`src/rtl/aquarius_pad_pkg.sv`:
```
// rtl/aquarius_pad_pkg.sv - Aquarius hand-controller bit indices, code constants and encoder
package aquarius_pad_pkg;

  localparam int JOY_R  = 0;
  localparam int JOY_L  = 1;
  localparam int JOY_D  = 2;
  localparam int JOY_U  = 3;
  localparam int JOY_K1 = 4;
  localparam int JOY_K2 = 5;
  localparam int JOY_K3 = 6;
  localparam int JOY_K4 = 7;
  localparam int JOY_K5 = 8;
  localparam int JOY_K6 = 9;
  localparam int JOY_W  = 10;

  localparam logic [7:0] CODE_R  = 8'hFD;
  localparam logic [7:0] CODE_L  = 8'hF7;
  localparam logic [7:0] CODE_D  = 8'hFE;
  localparam logic [7:0] CODE_U  = 8'hFB;
  localparam logic [7:0] CODE_RD = 8'hEC;
  localparam logic [7:0] CODE_LD = 8'hE6;
  localparam logic [7:0] CODE_RU = 8'hE9;
  localparam logic [7:0] CODE_LU = 8'hE3;
  localparam logic [7:0] CODE_K1 = 8'hBF;
  localparam logic [7:0] CODE_K2 = 8'h7B;
  localparam logic [7:0] CODE_K3 = 8'h5F;
  localparam logic [7:0] CODE_K4 = 8'hDF;
  localparam logic [7:0] CODE_K5 = 8'h7D;
  localparam logic [7:0] CODE_K6 = 8'h7E;

  // dir is {U,D,L,R}; opposing directions cancel before the codes are combined
  function automatic logic [7:0] pad_encode(input logic [3:0] dir, input logic [5:0] btn);
    logic r, l, d, u;
    logic [7:0] code;
    r = dir[0] & ~dir[1];
    l = dir[1] & ~dir[0];
    d = dir[2] & ~dir[3];
    u = dir[3] & ~dir[2];
    code = 8'hFF;
    if (r) code &= CODE_R;
    if (l) code &= CODE_L;
    if (d) code &= CODE_D;
    if (u) code &= CODE_U;
    if (r && d) code &= CODE_RD;
    if (l && d) code &= CODE_LD;
    if (r && u) code &= CODE_RU;
    if (l && u) code &= CODE_LU;
    if (btn[0]) code &= CODE_K1;
    if (btn[1]) code &= CODE_K2;
    if (btn[2]) code &= CODE_K3;
    if (btn[3]) code &= CODE_K4;
    if (btn[4]) code &= CODE_K5;
    if (btn[5]) code &= CODE_K6;
    return code;
  endfunction

endpackage

```
`src/rtl/aquarius_pad_ctrl_debounce.sv`:
```
// rtl/aquarius_pad_ctrl_debounce.sv - per-bit tick-sampled debouncer for one pad
module pad_debounce
  import aquarius_pad_pkg::*;
#(
  parameter int W           = JOY_W,
  parameter int DEB_SAMPLES = 4
) (
  input  logic         clk_sys,
  input  logic         reset_n,
  input  logic         tick,
  input  logic [W-1:0] d,
  output logic [W-1:0] q
);

  localparam int CW = (DEB_SAMPLES > 1) ? $clog2(DEB_SAMPLES + 1) : 1;
  localparam logic [CW-1:0] CNT_LAST = CW'(DEB_SAMPLES - 1);

  logic [CW-1:0] cnt [W];

  always_ff @(posedge clk_sys or negedge reset_n) begin
    if (!reset_n) begin
      q <= '0;
      for (int i = 0; i < W; i++) cnt[i] <= '0;
    end else if (tick) begin
      for (int i = 0; i < W; i++) begin
        if (d[i] != q[i]) begin
          if (cnt[i] == CNT_LAST) begin
            q[i]   <= d[i];
            cnt[i] <= '0;
          end else begin
            cnt[i] <= cnt[i] + 1'b1;
          end
        end else begin
          cnt[i] <= '0;
        end
      end
    end
  end

endmodule

```
`src/rtl/aquarius_pad_ctrl.sv`:
```
// rtl/aquarius_pad_ctrl.sv - multi-pad Aquarius controller front end (sync, debounce, turbo, SOCD, encode)
module aquarius_pad_ctrl
  import aquarius_pad_pkg::*;
#(
  parameter int NUM_PADS    = 2,
  parameter int TICK_DIV    = 3580,
  parameter int DEB_SAMPLES = 4,
  parameter int TURBO_TICKS = 50
) (
  input  logic                      clk_sys,
  input  logic                      reset_n,
  input  logic [JOY_W*NUM_PADS-1:0] joy_in,
  input  logic [6*NUM_PADS-1:0]     turbo_en,
  output logic [8*NUM_PADS-1:0]     pad_out,
  output logic [NUM_PADS-1:0]       pad_chg,
  output logic                      tick
);

  localparam int PW = (TICK_DIV > 1) ? $clog2(TICK_DIV) : 1;
  localparam int TW = (TURBO_TICKS > 1) ? $clog2(TURBO_TICKS) : 1;
  localparam logic [PW-1:0] PS_LAST = PW'(TICK_DIV - 1);
  localparam logic [TW-1:0] TB_LAST = TW'(TURBO_TICKS - 1);

  logic [JOY_W*NUM_PADS-1:0] sync1, sync2, acc;
  logic [PW-1:0]             ps_cnt;
  logic [TW-1:0]             tb_cnt;
  logic                      phase;
  logic                      tick_int, tick_d;

  assign tick_int = (ps_cnt == PS_LAST);
  assign tick     = tick_int & reset_n;

  always_ff @(posedge clk_sys or negedge reset_n) begin
    if (!reset_n) begin
      sync1  <= '0;
      sync2  <= '0;
      ps_cnt <= '0;
      tb_cnt <= '0;
      phase  <= 1'b0;
      tick_d <= 1'b0;
    end else begin
      sync1  <= joy_in;
      sync2  <= sync1;
      tick_d <= tick_int;
      ps_cnt <= tick_int ? '0 : ps_cnt + 1'b1;
      // phase 0 is the firing half of the autofire period
      if (tick_int) begin
        if (tb_cnt == TB_LAST) begin
          tb_cnt <= '0;
          phase  <= ~phase;
        end else begin
          tb_cnt <= tb_cnt + 1'b1;
        end
      end
    end
  end

  for (genvar p = 0; p < NUM_PADS; p++) begin : g_pad
    logic [5:0] btn_eff;
    logic [7:0] code;

    pad_debounce #(
      .W          (JOY_W),
      .DEB_SAMPLES(DEB_SAMPLES)
    ) u_deb (
      .clk_sys(clk_sys),
      .reset_n(reset_n),
      .tick   (tick_int),
      .d      (sync2[p*JOY_W +: JOY_W]),
      .q      (acc[p*JOY_W +: JOY_W])
    );

    always_comb begin
      btn_eff = acc[p*JOY_W+JOY_K1 +: 6] & (~turbo_en[p*6 +: 6] | {6{~phase}});
      code    = pad_encode(acc[p*JOY_W+JOY_R +: 4], btn_eff);
    end

    // the encode is loaded one cycle after the tick so it sees the freshly accepted state
    always_ff @(posedge clk_sys or negedge reset_n) begin
      if (!reset_n) begin
        pad_out[p*8 +: 8] <= 8'hFF;
        pad_chg[p]        <= 1'b0;
      end else if (tick_d) begin
        pad_out[p*8 +: 8] <= code;
        pad_chg[p]        <= (code != pad_out[p*8 +: 8]);
      end else begin
        pad_chg[p]        <= 1'b0;
      end
    end
  end

endmodule

```
`config.mk`:
```
export PLATFORM = sky130hd
export DESIGN_NAME = aquarius_pad_ctrl
export DESIGN_NICKNAME = d
export VERILOG_FILES = /design/src/rtl/aquarius_pad_pkg.sv /design/src/rtl/aquarius_pad_ctrl_debounce.sv /design/src/rtl/aquarius_pad_ctrl.sv
export SDC_FILE = /design/constraint.sdc
export NUM_CORES = 1
export LEC_CHECK = 0
export ABC_AREA = 1
export BUFFER_PORTS_ARGS = -buffer_cell sky130_fd_sc_hd__buf_4
export CELL_PAD_IN_SITES_DETAIL_PLACEMENT = 2
export CELL_PAD_IN_SITES_GLOBAL_PLACEMENT = 2
export CORE_ASPECT_RATIO = 0.6
export CORE_MARGIN = 10
export CORE_UTILIZATION = 33
export DETAILED_ROUTE_END_ITERATION = 16
export PLACE_DENSITY_LB_ADDON = 0.1
export SYNTH_ARGS = -nofsm -noshare
export SYNTH_HDL_FRONTEND = slang
export SYNTH_SLANG_ARGS = --single-unit
```
`constraint.sdc`:
```
create_clock -name clk_sys -period 1.7 [get_ports clk_sys]
set_clock_uncertainty 0.15 [all_clocks]
set_input_delay 0.34 -clock clk_sys [delete_from_list [all_inputs] [get_ports clk_sys]]
set_output_delay 0.34 -clock clk_sys [all_outputs]
set_load 0.01 [all_outputs]
```
# Yosys cells after proc, flatten, opt, wreduce, memory -nomap -nowiden
# Index checks and enable logic that the tools add are counted.
dict set report totals {
  ram_bits 0
  memories 0
  romBits 0
  out_inout_bits 19
  word_cells 241
  latch_bits 0
  ff_bits 158
}
dict set report classes {
  bitwise 24
  order_cmp 0
  reduce_logical 29
  shift 0
  multipliers 0
  add_sub_neg 22
  div 0
  eq_ne 44
  muxes 72
}
# cell count
set ops {}
lappend ops {{$mux 3} 42}
lappend ops {{$mux 8} 8}
lappend ops {{$add 3x1->3 const B} 20}
lappend ops {{$eq 3x2->1 const B} 20}
lappend ops {{$reduce_and 3->1} 20}
lappend ops {{$mux 5} 8}
lappend ops {{$ne 1x1->1} 20}
lappend ops {{$mux 6} 3}
lappend ops {{$ne 8x8->1} 2}
lappend ops {{$mux 7} 2}
lappend ops {{$add 12x1->12 const B} 1}
lappend ops {{$and 6x6->6} 2}
lappend ops {{$eq 12x12->1 const B} 1}
lappend ops {{$mux 12} 1}
lappend ops {{$not 6->6} 2}
lappend ops {{$or 6x6->6} 2}
lappend ops {{$and 1x1->1} 9}
lappend ops {{$not 1->1} 9}
lappend ops {{$logic_and 1x1->1} 8}
lappend ops {{$mux 4} 2}
lappend ops {{$add 6x1->6 const B} 1}
lappend ops {{$eq 6x6->1 const B} 1}
lappend ops {{$mux 1} 4}
lappend ops {{$mux 2} 2}
lappend ops {{$reduce_and 2->1} 1}

# Depth between registers and ports, before layout
# Gate-level depths: netlist of the first run.
dict set report depth {
  ltp_word 18
  ltp_mapped 11
  depth_no_buf 10
}

# Modules after synthesis
# Synthesis of the first run repeated with hierarchy kept, for this count alone.
dict set report unflattened {
  cells_unflattened 897
  hier_area_um2 7457.2
}
# module cells_per_inst area_per_inst_um2 instances
set modules_own_cells {}
lappend modules_own_cells {pad_debounce 275 2074.5 2}
lappend modules_own_cells {aquarius_pad_ctrl 347 3308.2 1}

# Worst setup path before layout of the first run
# Ideal clock, no wire load.
dict set report synth_timing {
  path_type {register to output}
  from {reg ps_cnt[0]}
  to {out tick}
  path_stages_with_launch 8
  path_slack_ns -0.184
  t_arrival_ns 1.394
  required_time_ns 1.210
  cell_sequence {dfrtp_1 -> ha_1 -> nand2_1 -> nor3_2 -> nand3_1 -> buf_2 -> buf_2 -> nor2_1}
}
dict set report synth_via {
  elab_chain_len 2
}
# element line_no
set synth_rtl {}
lappend synth_rtl {{from (decl)} aquarius_pad_ctrl.sv:25} ;# logic [PW-1:0] ps_cnt;
lappend synth_rtl {{from (signal assigned)} aquarius_pad_ctrl.sv:45} ;# ps_cnt <= tick_int ? '0 : ps_cnt + 1'b1;
lappend synth_rtl {{$eq 12x12->1} aquarius_pad_ctrl.sv:30} ;# assign tick_int = (ps_cnt == PS_LAST);
lappend synth_rtl {{$and 1x1->1} aquarius_pad_ctrl.sv:31} ;# assign tick = tick_int & reset_n;
lappend synth_rtl {{to (decl)} aquarius_pad_ctrl.sv:16} ;# output logic tick
# No other way between the ends.

# Worst setup path after layout of the first run
# Same ends and word-level chain as after synthesis.

==> impl_metrics.py, run 1 <==
metrics = {
    "outcome": {
        "status": "finished with violations",
        "violations": "setup timing",
    },
    "yosys": {
        "yosys_warnings": 0,
        "synth_cell_type_count": 31,
        "synth_seq_cells": 158,
        "async_reset_ff_share_pct": 100.0,
        "synth_area_per_cell_sq_um": 8.807,
        "synthCells": 796,
        "synth_nets": 853,
        "synth-edff-count": 0,
        "yosys_most_used_dff": "dfrtp_1",
        "syn-cell-area_sq_um": 7010,
        "yosysSeqAreaShare_pct": 56.68,
    },
    "cts": {
        "htree_levels": 4,
        "cts_root_buf": "clkbuf_16",
        "cts_tree": "built",
        "clk_pin_slew_ns": 0.07,
        "cts.path.max_buffers": 2,
        "cts.sinks": 158,
        "clk_latency_ns": 0.44,
        "numCtsBuffers": 17,
    },
    "global_routing": {
        "grt_overflow": 0,
        "grt_usage_pct": 17.92,
        "grt_pass1_wl_microns": 39420,
        "grt_antenna_before_repair": 0,
        "first_global_vias": 7115,
        "grt_start_max_net_pins": 65,
    },
    "critical_path": {
        "critical_path_required_ns": 1.21,
        "crit_start": "ps_cnt[0]",
        "cp_max_fo": 2,
        "endpoint": "tick",
        "rrSetupSlack_ns": -0.45,
        "start_kind": "flip-flop",
        "end_kind": "output port",
        "critPathKind": "flip-flop to output port",
        "r2r-end": "g_pad[1].u_deb.cnt[10]",
        "cp.arrival_ns": 1.67,
        "r2r_cells": 10,
        "rr_startpoint": "ps_cnt[0]",
    },
    "placed_design": {
        "routabilityCongestion": 0.7814,
        "dp_hpwl_microns": 14290,
        "place_worst_setup_slack_ns": -0.1877,
        "port_buffers": 52,
    },
    "drt": {
        "top_layer": "met4",
        "drcViolationCount": 0,
        "drt_iter0_drc": 197,
        "drtPass1Iterations": 4,
        "routed_via_density": 4.835,
        "route.met3.wl_microns": 664,
        "wl_microns": 24590,
        "drtAntennaViolNets": 0,
        "wl_met1_microns": 11010,
        "wl_met2_microns": 12570,
        "vias": 5967,
        "wire_per_inst_microns": 19.92,
    },
    "power_and_ir_drop": {
        "ir_drop_mv": 0.6849,
        "sequentialPowerShare_pct": 47.2,
        "p_switching_w": 0.001843,
        "leakage_nw": 5.270,
        "p_int_w": 0.006301,
        "total_power_w": 0.008144,
        "powerDensity_nw_per_um2": 802.6,
        "pwr-share-comb_pct": 3.2,
        "switching_share_pct": 22.63,
        "clkPwrFrac_pct": 49.6,
    },
    "final_layout": {
        "fillers": 2142,
        "layout_commonest_cell": "nand2_1",
        "area_growth_pct": 44.74,
        "multi_input_area_sq_um": 3221,
        "mostFrequentLayoutCells": "nand2_1, dfrtp_1, nor2_1",
        "final_net_count": 999,
        "regArea_sq_um": 3975,
        "drive_gt1_share_pct": 33.51,
        "n_antenna_cell": 0,
    },
    "sta": {
        "setup_violations": 96,
        "max-slew-margin-rel_pct": 68.80,
        "finalCriticalPeriod_ns": 2.163,
        "slew_violations": 0,
        "holdWs_ns": 0.1419,
        "final_hold_viol_count": 0,
        "fin_tns_setup_ns": -33.06,
        "worst_slew_pin_slew_ns": 0.4638,
        "rsz0062_at_grt": "yes",
        "post-route-period-util_pct": 127.2,
        "clock.fmax_ghz": 0.4624,
        "setup_slack_ns": -0.4626,
    },
    "die": {
        "die_y_microns": 132.9,
        "ioPinCount": 53,
        "core_sq_um": 20930,
        "die_w_microns": 208.2,
        "dieArea_sq_um": 27670,
        "fp-row-count": 41,
        "start_util_pct": 33.49,
    },
    "run": {
        "drv_cap": 0,
    },
    "min_path": {
        "hold_class": "input pin to flip-flop",
    },
}
[stage by stage]
stage / instance area [sq um] / utilization (%) / std cells
finish: 10150 / 48.48 / 1234
floorplan: 7029 / - / 796
global route: 10150 / 48.48 / 1234
global placement: 8014 / 38.29 / 1143
CTS: 9824 / 46.94 / 1224
detailed placement: 8014 / 38.29 / 1143
[repair_timing]
item / 4_1_cts / 5_1_grt
pin swaps: 39 / 13
buffers inserted: 17 / 10
setup endpoints to repair: 94 / 102
hold buffers: 21 / 0
gates cloned: 11 / 3
resized for setup: 150 / 68
endpoints found under the hold margin: 73 / 0
[cells in the mapped netlist, drive strengths merged (12+ instances only)]
master  number  area (sq um)
buf         13         78.82
nor2       112         435.4
xnor2       12         105.1
a21oi       29         145.1
nand2      228         858.3
nand3       28         140.1
dfstp       16         420.4
ha          23         287.8
o21ai       51         255.2
xor2        14         122.6
dfrtp      142          3553
inv         86         322.8
[layout make-up]
cell class              count  share of cell area (%)
clock buffers              21                   4.538
clock inverters            11                   1.381
inverters                  86                   3.181
multi-input cells         534                   31.74
flip-flops and latches    158                   39.17
well taps                 279                   3.440
repair buffers            145                   16.55
[worst min path at each step]
stage	startpoint	end	slack (ns)	cells past startpoint
2_1_floorplan	reset_n	g_pad[0].u_deb.cnt[0]	-0.11	0
3_3_place_gp	sync1[3]	sync2[3]	0.18	0
3_5_place_dp	sync1[12]	sync2[12]	0.19	0
4_1_cts	turbo_en[3]	pad_out[5]	0.13	5
5_1_grt	turbo_en[0]	pad_out[6]	0.14	5
6_report	turbo_en[3]	pad_out[5]	0.14	5
[layer usage]
| metal | global-route usage, % | vias to the layer above |
|---|---|---|
| li1 | - | 2798 |
| met1 | 21.42 | 3074 |
| met2 | 31.74 | 69 |
| met5 | 0 | - |
| met4 | 5.170 | 0 |
| met3 | 3.831 | 26 |
[registers in the layout (all words and copies together) (netlist names)]
| register | cells |
|---|---|
| g_pad.u_deb.cnt | 60 |
| g_pad.u_deb.q | 20 |
| sync1 | 20 |
| sync2 | 20 |
| pad_out | 16 |
| ps_cnt | 12 |
| tb_cnt | 6 |
| pad_chg | 2 |
| phase | 1 |
| tick_d | 1 |
[kinds of logic after synthesis]
family          after synthesis  share of synthesized area (%)
flops                       158                          56.68
buf+inv                     104                          5.997
compound gates               99                          7.728
simple gates                386                          22.24
xor+xnor                     26                          3.248
fa+ha+maj                    23                          4.105
[worst max-delay path, cell delays in order (launching register included)]
cell and delay (ns):
dfrtp_1 0.36, ha_2 0.19, nand2_2 0.09, nor3_4 0.23
nand3_4 0.14, nor2_4 0.11, buf_6 0.11
[power groups by stage]
| stage | registers [W] | clock network (W) | logic (W) |
|---|---|---|---|
| 2_1_floorplan | 0.00390 | 0 | 0.0000400 |
| 3_3_place_gp | 0.00391 | 0 | 0.000205 |
| 3_5_place_dp | 0.00391 | 0 | 0.000214 |
| 4_1_cts | 0.00384 | 0.00409 | 0.000262 |
| 5_1_grt | 0.00385 | 0.00431 | 0.000293 |
| 6_report | 0.00384 | 0.00404 | 0.000260 |
No activity file was read; power rests on OpenSTA's default activity.
==> inputs of run 2 (changes only) <==
- SYNTH_HIERARCHICAL: default -> 1
==> run 2 against run 1 <==
Effect of this change:
- the run ends with hold timing, setup timing left
- via count increased by 10%
- global-route usage decreased by 0.24 points
- die area increased by 5.6%
- flip-flop and latch count unchanged
- maximum frequency decreased by 2.9%
- critical path depth increased by 2
- sequential share of layout area decreased by 1.1 points
- clock power decreased by 2%
- non-clock buffer count increased by 8
- critical endpoint unchanged
- highest routed layer unchanged
==> impl_metrics.py, run 2 <==
metrics = {
    "final_layout": {
        "n_antenna_cell": 0,
        "drive_gt1_share_pct": 28.87,
        "final_net_count": 1105,
        "fin_util_pct": 47.27,
        "fin_cells": 1368,
        "top_register": "g_pad.u_deb/cnt",
        "largest_register_ffs": 60,
        "layout_commonest_cell": "nand2_1",
        "area_growth_pct": 40.25,
        "mostFrequentLayoutCells": "nand2_1, dfrtp_1, inv_1",
    },
    "sta": {
        "final_hold_viol_count": 142,
        "clock.fmax_ghz": 0.4491,
        "setup_slack_ns": -0.5269,
        "finalCriticalPeriod_ns": 2.227,
        "worst_slew_pin_slew_ns": 0.4067,
        "holdWs_ns": -0.2429,
        "max-slew-margin-rel_pct": 72.88,
        "post-route-period-util_pct": 131.0,
        "setup_violations": 100,
        "slew_violations": 0,
        "rsz0062_at_grt": "yes",
    },
    "critical_path": {
        "start_kind": "flip-flop",
        "cp_max_fo": 2,
        "crit_start": "ps_cnt[1]",
        "cp.arrival_ns": 1.74,
        "rr_startpoint": "ps_cnt[1]",
        "critical_path_required_ns": 1.21,
        "r2r_cells": 14,
        "critPathKind": "flip-flop to output port",
        "cp_cell_sequence": "ha_2 -> inv_2 -> nor2_2 -> nand4_1 -> nor2_4 -> inv_2 -> nor2_2 -> buf_4",
        "slowest_stage": "dfrtp_1",
        "end_kind": "output port",
        "max_stage_delay_ns": 0.38,
    },
    "global_routing": {
        "grt_usage_pct": 17.67,
        "grt_pass1_wl_microns": 41140,
        "first_global_vias": 7524,
        "grt_antenna_before_repair": 0,
        "grt_overflow": 0,
        "grt_start_max_net_pins": 70,
    },
    "yosys": {
        "synth_area_per_cell_sq_um": 8.313,
        "synth-edff-count": 0,
        "synth.most_common_cell": "nand2_1",
        "async_reset_ff_share_pct": 100.0,
        "syn-cell-area_sq_um": 7457,
        "synth_seq_cells": 158,
        "yosys.area.top_type": "dfrtp_1",
        "netlist.area_leader.share_pct": 47.65,
        "yosys_most_used_dff": "dfrtp_1",
        "synthTopCellsByArea": "dfrtp_1, nand2_1, nand3_1, inv_1, dfstp_2",
        "yosysSeqAreaShare_pct": 53.29,
        "synth_nets": 954,
        "yosys_warnings": 6,
        "synthCells": 897,
        "synthTopCellsByCount": "nand2_1, dfrtp_1, inv_1",
        "synth_cell_type_count": 32,
    },
    "placed_design": {
        "place_worst_setup_slack_ns": -0.2722,
        "routabilityCongestion": 0.7291,
        "dp.cells": 1271,
        "dp_hpwl_microns": 15760,
        "port_buffers": 52,
    },
    "drt": {
        "wl_met2_microns": 12970,
        "wire_per_inst_microns": 18.72,
        "route.met3.wl_microns": 438,
        "wl_microns": 25610,
        "drtPass1Iterations": 4,
        "wl_met1_microns": 11960,
        "drtAntennaViolNets": 0,
        "routed_via_density": 4.813,
        "vias": 6584,
        "drcViolationCount": 0,
        "drt_iter0_drc": 307,
        "top_layer": "met4",
    },
    "cts": {
        "cts.sinks": 158,
        "clk_latency_ns": 0.43,
        "cts.path.max_buffers": 2,
        "clk_pin_slew_ns": 0.07,
        "cts_tree": "built",
        "numCtsBuffers": 17,
        "cts_root_buf": "clkbuf_16",
        "ctsHoldBuffers": 20,
        "htree_levels": 4,
    },
    "outcome": {
        "status": "finished with violations",
        "violations": "hold timing, setup timing",
    },
    "power_and_ir_drop": {
        "powerDensity_nw_per_um2": 768.2,
        "total_power_w": 0.008034,
        "leakage_nw": 5.290,
        "ir_drop_mv": 0.7003,
    },
    "min_path": {
        "hold_class": "input pin to async pin",
    },
    "die": {
        "fp-row-count": 42,
        "core_sq_um": 22120,
        "start_util_pct": 33.71,
        "ioPinCount": 53,
        "die_y_microns": 136.4,
        "dieArea_sq_um": 29210,
        "die_w_microns": 214.1,
    },
    "run": {
        "drv_cap": 0,
    },
}
## run 2: cell types whose count changed after synthesis, moves of 11 or more
cell     change
nand2_1     +81
nand3_1     +74
nor2_1      -68
inv_1       +32
a21oi_1     +13
nand2_4     +11
## run 2: kinds of logic (layout without fill, tap and decap cells)
group | Yosys count | in the layout | synth area share (%)
flops | 158 | 158 | 53.29
fa+ha+maj | 23 | 23 | 3.859
xor+xnor | 8 | 8 | 1.040
buf+inv | 140 | 303 | 7.819
simple gates | 482 | 482 | 27.94
compound gates | 86 | 86 | 6.057
## run 2: worst paths after layout
path | endpoint | slack [ns]
max in group asynchronous | pad_out[2] | 1.25
max reg2reg | g_pad[1].u_deb/cnt[29] | -0.49
min in group clk_sys | pad_out[14] | 0.12
min | sync1[15] | -0.24
max | tick | -0.53
min reg2reg | sync2[13] | 0.20
## run 2: timing repair
action | CTS | global route
buffers inserted | 32 | 8
gates resized for setup | 90 | 71
cloned | 7 | 1
endpoints found under the setup margin | 97 | 103
hold endpoints to repair | 162 | 142
pin swaps | 9 | 17
## run 2: layer usage
layer / global-route usage [%] / up-vias
met3: 3.062 / 19
li1: - / 3117
met2: 31.07 / 50
met5: 0 / -
met4: 4.743 / 0
met1: 22.12 / 3398
## run 2: critical path, delay by kind of cell (launching register included)
| kind | cells | cell delay (ns) |
|---|---|---|
| AND/OR/NAND/NOR | 4 | 0.49 |
| adder cells (fa/ha/maj) | 1 | 0.21 |
| buffers and inverters | 3 | 0.24 |
| flip-flops | 1 | 0.38 |
## run 2: layout make-up
class,count,area (sq um)
clock inverters,8,117.6
inverters,118,476.7
clock buffers,23,467.9
multi-input cells,599,3298
fillers,2345,11660
repair inverters,1,16.27
flip-flops and latches,158,3980
repair buffers,153,1717
well taps,308,385.4
## run 2: report_power, final
part / total [W] / switching [W] / internal (W)
sequential: 0.00383 / 0.0000230 / 0.00381
clock: 0.00395 / 0.00157 / 0.00237
combinational: 0.000255 / 0.000151 / 0.000105
## run 2: metrics by stage
stage	hold WS, ns	TNS [ns]	area (sq um)
finish	-0.2429	-38.68	10460
global route	-0.2222	-49.24	10460
CTS	-0.2185	-34.63	10140
detailed placement	0.1856	-13.67	8497
global placement	0.1816	-5.197	8497
floorplan	-0.1056	-0.5885	7461
==> inputs of run 3 (changes only) <==
- SETUP_SLACK_MARGIN: default -> 0.5
==> run 3 against run 2 <==
Effect of this change:
- the flow still finishes with violations (hold timing, setup timing)
- combinational power up 5%
- clock power about the same
- critical path depth unchanged
- count of clock-buffer cells in the layout down 2
- core utilization up 3.7 points
- routed wire length up 19%
- global-route usage down 0.57 points
- register-to-register slack better by 0.05 ns
- maximum frequency down 1.2%
- power up 0.22%
- highest routed layer unchanged
==> impl_metrics.py, run 3 (same netlist as run 2, synthesis figures left out) <==
metrics = {
    "drt": {
        "vias": 6877,
        "wl_microns": 30600,
        "routed_via_density": 4.958,
        "drtPass1Iterations": 4,
        "wire_per_inst_microns": 22.06,
        "drcViolationCount": 0,
        "drt_iter0_drc": 312,
        "drtAntennaViolNets": 0,
    },
    "sta": {
        "holdWs_ns": -0.2752,
        "clock.fmax_ghz": 0.4436,
        "max-slew-margin-rel_pct": 44.68,
        "finalCriticalPeriod_ns": 2.254,
        "slew_violations": 0,
        "setup_slack_ns": -0.5540,
        "worst_slew_pin_slew_ns": 0.8298,
        "post-route-period-util_pct": 132.6,
        "setup_violations": 102,
        "final_hold_viol_count": 142,
        "rsz0062_at_grt": "yes",
    },
    "global_routing": {
        "grt_overflow": 0,
        "first_global_vias": 7525,
        "grt_antenna_before_repair": 0,
        "grt_usage_pct": 17.10,
        "grt_pass1_wl_microns": 39710,
        "grt_start_max_net_pins": 117,
    },
    "die": {
        "dieArea_sq_um": 29210,
        "die_y_microns": 136.4,
        "ioPinCount": 53,
        "fp-row-count": 42,
        "core_sq_um": 22120,
        "start_util_pct": 33.71,
        "die_w_microns": 214.1,
    },
    "cts": {
        "clk_pin_slew_ns": 0.07,
        "numCtsBuffers": 17,
        "cts.path.max_buffers": 2,
        "clk_latency_ns": 0.44,
        "cts.sinks": 158,
        "ctsHoldBuffers": 20,
        "cts_root_buf": "clkbuf_16",
        "cts_tree": "built",
        "htree_levels": 4,
    },
    "final_layout": {
        "mostFrequentLayoutCells": "nand2_1, dfrtp_1, inv_1",
        "stdcell_area_sq_um": 11280,
        "drive_gt1_share_pct": 40.22,
        "area_growth_pct": 51.21,
        "largest_register_ffs": 60,
        "layout_commonest_cell": "nand2_1",
        "top_register": "g_pad.u_deb/cnt",
        "fin_cells": 1387,
        "n_antenna_cell": 0,
        "fillers": 2249,
        "fin_util_pct": 50.97,
        "final_net_count": 1123,
    },
    "critical_path": {
        "critical_path_required_ns": 1.21,
        "cp.arrival_ns": 1.76,
        "cp_max_fo": 2,
        "slowest_stage": "dfrtp_1",
        "cp_cell_sequence": "ha_4 -> inv_2 -> nor2_1 -> nand4_1 -> nor2_4 -> inv_2 -> nor2_2 -> buf_4",
        "rrSetupSlack_ns": -0.44,
        "max_stage_delay_ns": 0.46,
        "end_kind": "output port",
        "critPathKind": "flip-flop to output port",
        "endpoint": "tick",
        "r2r-end": "g_pad[0].u_deb/cnt[28]",
        "rr_startpoint": "ps_cnt[1]",
        "r2r_cells": 12,
        "crit_start": "ps_cnt[1]",
        "start_kind": "flip-flop",
        "critPathMostFrequentCell": "inv_2",
    },
    "placed_design": {
        "place_area_sq_um": 8457,
        "dp.cells": 1270,
        "dp_hpwl_microns": 16120,
        "place_worst_setup_slack_ns": -0.2006,
        "port_buffers": 52,
        "routabilityCongestion": 0.7474,
    },
    "outcome": {
        "violations": "hold timing, setup timing",
        "status": "finished with violations",
    },
    "power_and_ir_drop": {
        "powerDensity_nw_per_um2": 714.1,
        "ir_drop_mv": 0.6767,
        "leakage_nw": 5.469,
    },
    "run": {
        "drv_cap": 0,
    },
    "min_path": {
        "hold_class": "input pin to async pin",
    },
}
==> run 3: how the worst min path moves through the flow <==
stage                     startpoint                      to  slack (ns)  depth (start not counted)
after floorplan              reset_n   g_pad[0].u_deb/cnt[0]       -0.11                          0
after global placement     sync1[17]               sync2[17]        0.18                          0
after detailed placement   sync1[17]               sync2[17]        0.19                          0
after CTS                    reset_n               sync1[16]       -0.14                          2
after global routing         reset_n   g_pad[1].u_deb/cnt[9]       -0.14                          2
final                        reset_n  g_pad[1].u_deb/cnt[10]       -0.28                          2
==> run 3: power by group <==
group | total (W) | switching [W] | leakage [nW] | internal, W
Combinational | 0.000267 | 0.000166 | 3.16 | 0.000101
Clock | 0.00395 | 0.00172 | 0.283 | 0.00223
Sequential | 0.00383 | 0.0000260 | 2.03 | 0.00381
==> run 3: what timing repair did <==
| item | CTS | global route |
|---|---|---|
| setup endpoints to repair | 135 | 135 |
| cloned | 3 | 9 |
| pin swaps | 12 | 54 |
| hold endpoints to repair | 162 | 142 |
| gates resized for setup | 76 | 281 |
| buffers inserted | 12 | 41 |
==> run 3: cell type report <==
cell class / count / area, sq um / area share (%)
sequential: 158 / 3985 / 35.34
multi-input combinational: 599 / 3951 / 35.04
timing repair buffer: 170 / 1874 / 16.62
inverter: 118 / 479.2 / 4.250
clock buffer: 21 / 460.4 / 4.083
tap: 308 / 385.4 / 3.418
clock inverter: 11 / 117.6 / 1.043
timing repair inverter: 2 / 22.52 / 0.1997
==> run 3: layer usage <==
| layer | share of wire, % | track usage, % | vias to the layer above |
|---|---|---|---|
| li1 | - | - | 3160 |
| met1 | 43 | 21.15 | 3579 |
| met2 | 53 | 30.02 | 107 |
| met3 | 3.0 | 3.373 | 31 |
| met4 | 1.6 | 4.704 | 0 |
| met5 | 0 | 0 | - |
==> run 3: critical path, delay by kind of cell, from the launching register on <==
| kind | cells | cell delay (ns) |
|---|---|---|
| simple gates | 4 | 0.46 |
| buf+inv | 3 | 0.23 |
| flops | 1 | 0.46 |
| fa+ha+maj | 1 | 0.18 |
==> run 3: per-stage QoR <==
stage | setup TNS, ns | total power (W)
floorplan | -0.5885 | 0.003936
global placement | -3.373 | 0.004102
detailed placement | -8.127 | 0.004115
CTS | -22.27 | 0.008067
global route | -43.80 | 0.008326
finish | -36.37 | 0.008052
